===== src/rtl/control_sequencer.sv =====
// control_sequencer: fetch/execute control FSM decoding 9-bit instructions into datapath and fetch controls
// Ports: clk/reset (async, active-high); _instruction/insnValid/insnReady form the fetch handshake;
// compareFlag gates branches; memDone completes LD/SV; halt/branch/jump/relative/destBranchJump drive fetch;
// regA/regB/regWrite/muxRI/muxMA/overflowWrite/compareWrite/memoryRead/memoryWrite/immediateValue/funcCode
// drive the datapath; memError is a sticky memory-timeout flag.
module control_sequencer #(
  parameter int INSN_WIDTH  = 9,
  parameter int DATA_WIDTH  = 8,
  parameter int REG_WIDTH   = 2,
  parameter int FUNC_WIDTH  = 3,
  parameter int FLAG_WIDTH  = 2,
  parameter int MEM_TIMEOUT = 15
) (
  input  logic                  clk,
  input  logic                  reset,
  input  logic [INSN_WIDTH-1:0] _instruction,
  input  logic                  insnValid,
  output logic                  insnReady,
  input  logic                  compareFlag,
  input  logic                  memDone,
  output logic                  halt,
  output logic                  branch,
  output logic                  jump,
  output logic                  relative,
  output logic [DATA_WIDTH-1:0] destBranchJump,
  output logic [REG_WIDTH-1:0]  regA,
  output logic [REG_WIDTH-1:0]  regB,
  output logic                  regWrite,
  output logic                  muxRI,
  output logic                  muxMA,
  output logic                  overflowWrite,
  output logic                  compareWrite,
  output logic                  memoryRead,
  output logic                  memoryWrite,
  output logic [DATA_WIDTH-1:0] immediateValue,
  output logic [FUNC_WIDTH-1:0] funcCode,
  output logic                  memError
);
  localparam logic [1:0] IDLE = 2'd0, EXEC = 2'd1, MEM_WAIT = 2'd2, HALTED = 2'd3;
  localparam int CW = $clog2(MEM_TIMEOUT + 1);
  logic [1:0]            r_state;
  logic [INSN_WIDTH-1:0] r_insn;
  logic [CW-1:0]         r_cnt;
  logic                  r_mem_error;
  logic [FLAG_WIDTH-1:0] w_flags;
  logic [FUNC_WIDTH-1:0] w_func;
  logic w_halt_insn, w_set, w_bj, w_op, w_ld, w_sv, w_cmp, w_alu;
  logic w_exec, w_wait, w_timeout, w_regs, w_opx;
  logic [1:0] w_next;
  assign w_flags     = r_insn[INSN_WIDTH-1 -: FLAG_WIDTH];
  assign w_func      = r_insn[FUNC_WIDTH-1:0];
  assign w_halt_insn = &r_insn;
  assign w_set       = w_flags == FLAG_WIDTH'(0);
  assign w_bj        = w_flags == FLAG_WIDTH'(1);
  assign w_op        = w_flags == FLAG_WIDTH'(2);
  assign w_ld        = w_op && w_func == FUNC_WIDTH'(3);
  assign w_sv        = w_op && w_func == FUNC_WIDTH'(4);
  assign w_cmp       = w_op && w_func >= FUNC_WIDTH'(5);
  assign w_alu       = w_op && !w_ld && !w_sv && !w_cmp;
  assign w_exec      = r_state == EXEC;
  assign w_wait      = r_state == MEM_WAIT;
  // memDone in the final wait cycle takes priority over the timeout
  assign w_timeout   = w_wait && !memDone && r_cnt == CW'(MEM_TIMEOUT - 1);
  assign w_next = r_state == IDLE ? (insnValid ? EXEC : IDLE)
                : w_exec ? (w_halt_insn ? HALTED : (w_ld || w_sv) ? MEM_WAIT : IDLE)
                : w_wait ? ((memDone || w_timeout) ? IDLE : MEM_WAIT)
                : HALTED;
  always_ff @(posedge clk or posedge reset) begin
    if (reset) begin
      r_state     <= IDLE;
      r_insn      <= '0;
      r_cnt       <= '0;
      r_mem_error <= 1'b0;
    end else begin
      r_state <= w_next;
      r_cnt   <= (w_wait && !memDone) ? r_cnt + 1'b1 : '0;
      if (r_state == IDLE && insnValid) r_insn <= _instruction;
      if (w_timeout) r_mem_error <= 1'b1;
    end
  end
  // MEM_WAIT is only reachable from LD/SV, so it always carries operation fields
  assign w_regs = (w_exec && (w_set || w_op)) || w_wait;
  assign w_opx  = (w_exec || w_wait) && w_op;
  assign insnReady      = r_state == IDLE && !reset;
  assign halt           = r_state == HALTED || (w_exec && w_halt_insn);
  assign branch         = w_exec && w_bj && !r_insn[6] && compareFlag;
  assign jump           = w_exec && w_bj && r_insn[6];
  assign relative       = w_exec && w_bj && r_insn[5];
  assign destBranchJump = (w_exec && w_bj) ? {{(DATA_WIDTH-5){r_insn[5] & r_insn[4]}}, r_insn[4:0]} : '0;
  assign regA           = w_regs ? r_insn[6:5] : '0;
  assign regB           = (w_exec && w_op) || w_wait ? r_insn[4:3] : '0;
  assign funcCode       = w_opx ? w_func : '0;
  assign regWrite       = (w_exec && (w_set || w_alu)) || (w_wait && w_ld && memDone);
  assign muxRI          = w_exec && w_set;
  assign muxMA          = w_exec && (w_set || w_alu);
  assign overflowWrite  = w_exec && w_alu;
  assign compareWrite   = w_exec && w_cmp;
  assign memoryRead     = w_opx && w_ld;
  assign memoryWrite    = w_opx && w_sv;
  assign immediateValue = (w_exec && w_set) ? {{(DATA_WIDTH-5){1'b0}}, r_insn[4:0]} : '0;
  assign memError       = r_mem_error;
endmodule


===== config.mk =====
export PLATFORM = sky130hd
export DESIGN_NAME = control_sequencer
export DESIGN_NICKNAME = d
export VERILOG_FILES = /design/src/rtl/control_sequencer.sv
export SDC_FILE = /design/constraint.sdc
export NUM_CORES = 1
export LEC_CHECK = 0
export BUFFER_PORTS_ARGS = -buffer_cell sky130_fd_sc_hd__clkbuf_2
export CORE_ASPECT_RATIO = 1.2
export CORE_MARGIN = 2
export CORE_UTILIZATION = 25
export CTS_BUF_LIST = sky130_fd_sc_hd__clkbuf_4 sky130_fd_sc_hd__clkbuf_8
export DETAILED_ROUTE_END_ITERATION = 7
export PLACE_DENSITY = 0.53
export SYNTH_ARGS = -nofsm -noshare
export SYNTH_HDL_FRONTEND = slang
export SYNTH_SLANG_ARGS = --single-unit

===== constraint.sdc =====
create_clock -name clk -period 1.9 [get_ports clk]
set_input_delay 0.285 -clock clk [delete_from_list [all_inputs] [get_ports clk]]
set_output_delay 0.285 -clock clk [all_outputs]
set_load 0.01 [all_outputs]

==> metrics <==
Least-Margin Pin Slew 0.596 ns; CP top delay family simple AND/OR/NAND/NOR gates; Hold Path Class in2async; fin crit share 0.954; DR vias slightly above 900; share of the synthesized area in the top cell type 0.381; CTS tree yes; Max FO, Critical Path 6; status finished clean; CTS sink cnt 16; Yosys cell types 35; DP HPWL 2.12 mm; most common cell in the netlist dfrtp_1; pwr/cell area approximately 1400 nW/µm²; Layout fillers between 400 and 500; biggest cell delay along the critical path 0.41 ns; crit path capture type output port; core footprint 3970 µm²; skew final roughly 0.0012 ns; clock slew at reported path FFs approximately 0.060 ns; Area contributors post-synth dfrtp_1 38%, mux2_2 8.6%, ha_1 7.2%, and3_1 6.0%, and2_1 3.6%; GRT overflow 0; final setup vio count 0; Layout Nets 179; Main synth FF type dfrtp_1; Post-Route WL 2.65 mm; vias in the first global route 862; Post-Synthesis Cells 110; asr flop ratio synth 1.00; P_leak 0.756 nW; synth cell count leaders 16 x dfrtp_1, 10 x and3_1, 8 x mux2_2; FP Rows 25; Max VDD drop a little over 0.0007 V; sequential area share after synthesis 0.381; final hold slack 0.0940 ns; Port-buffer cells 46; H-Tree Depth 1; Syn Area/Cell 9.54 µm²; Die ar. about 4700 µm²; Post-synth EDFFs 0; GRT Total Usage 0.115; largest net degree at the start of global routing 17; via/cell ratio between 4 and 5; DP Area approximately 1300 µm²; root buf cell clkbuf_8; synthesized area ~1000 µm²; CTS Buffer Depth 2; I/O pin count 50; worst skew pair latency 0.24 ns; wire length per cell 12.6 µm; initial antenna violation count 0; flops & latches, synth 16; Worst Path Arrival 1.53 ns; first-pass GRT wire length between 4 and 5 mm; synth warn 0; DRC viols 0; crit-path cells inv_2, ha_4, inv_1, nor4_4, or2_1, clkbuf_2; min cycle time layout roughly 1.8 ns; Num CTS Buffers 3; DR pass1 iterations 4; RePlAce Congestion around 0.76; kind of critical path reg2out; Die H between 70 and 80 µm; Iter 0 DRT Violations 34; Max Cap Violations 0; Finished Cell Area roughly 1400 µm²; Total Power between 1.5 and 2 mW; worst rel slew slack 0.602; Fin Setup TNS 0 ns; layout cells sized above 1 0.452; # diodes 0; Starting Density 0.264; Worst EP required 1.62 ns; final slew viol count 0; Crit-path slowest cell dfrtp_1; Routed Antenna Nets 0; cell taking the most area after synthesis dfrtp_1; Peak Freq about 0.55 GHz; Critical Path Start Type flip-flop; RSZ-0062 raised after global routing true; Chip Width 63.2 µm; final hold vios 0; Layout area overhead 34.0%; CP bufs+invs 3
[report_power, final]
part | internal (mW) | switching (mW) | leakage (nW) | total (mW)
clock network | 0.140 | 0.102 | 0.0216 | 0.242
registers | 0.470 | 0.180 | 0.199 | 0.650
logic | 0.481 | 0.533 | 0.536 | 1.01
total | 1.09 | 0.815 | 0.756 | 1.91
[metal layers]
layer	track usage	share of wire	vias to the layer above
li1	-	-	463
met1	0.140	0.43	437
met2	0.188	0.49	29
met3	0.0269	0.051	6
met4	0.0691	0.023	0
met5	0	0	-
[final timing paths]
check | start | endpoint | slack (ns) | cells after the start
worst max-delay path | r_state[1] | halt | 0.09 | 6
worst min-delay path | reset | r_state[1] | 0.09 | 2
worst max register to register | r_state[0] | r_insn[3] | 0.31 | 4
worst min register to register | memError | memError | 0.48 | 1
max in group asynchronous | reset | r_insn[6] | 1.42 | 2
min in group clk | _instruction[4] | r_insn[4] | 0.25 | 2
[metrics by stage]
stage / utilization / worst slack (ns) / std cells
floorplan: - / 0.190 / 112
detailed placement: 0.334 / 0.166 / 207
global route: 0.354 / -0.0280 / 211
CTS: 0.349 / 0.0223 / 210
global placement: 0.334 / 0.218 / 207
finish: 0.354 / 0.0868 / 211
[placed cells by master, fill, tap and decap left out, types with 2 or more instances in the layout]
cell type and n:
and3_1 9, clkbuf_8 3, nor3_1 2, conb_1 3
o21ai_0 2, dfrtp_1 16, nor2b_1 5, ha_1 5
inv_1 5, nand2_1 3, nand3_1 3, nand4_1 2
nand2b_1 4, nor2_1 6, and3_2 3, mux2_2 8
nor3b_1 2, and2_1 6, clkbuf_2 46, inv_2 2
o21a_1 2, buf_4 3
[worst reg2reg max path, cell delays in order (launching register included)]
cell and delay, ns:
dfrtp_1 0.40, inv_1 0.09, ha_1 0.27, nand2_1 0.33, mux2_2 0.39
[sequential cells by signal, indices dropped and copies added (netlist names)]
signal    cells
memError      1
r_cnt         4
r_insn        9
r_state       2
[logic make-up (layout without fill, tap and decap cells)]
family                     Yosys count  count (layout)  synth area share
buffers and inverters               14              59            0.0679
other                                1               3           0.00357
AOI/OAI and AO/OA                   11              11            0.0739
xor gates and xnor gates             2               2            0.0167
adders and majority gates            6               6            0.0715
and+or+nand+nor                     51              51             0.288
DFF                                 16              16             0.381
muxes                                9               9            0.0965
[area by class of cell]
type / count / area [µm²] / area share
multi-input cells: 82 / 618 / 0.440
flip-flops and latches: 16 / 400 / 0.285
repair buffers: 49 / 253 / 0.180
well taps: 54 / 67.6 / 0.0480
clock buffers: 3 / 41.3 / 0.0294
inverters: 7 / 26.3 / 0.0187
[what timing repair did]
action                                  CTS  global route
endpoints found under the setup margin   21             8
hold buffers                              0             0
gates cloned                              0             0
resized for setup                         4             4
setup buffers                             0             1
hold endpoints to repair                  0             0
No activity file was read; power rests on OpenSTA's default activity.
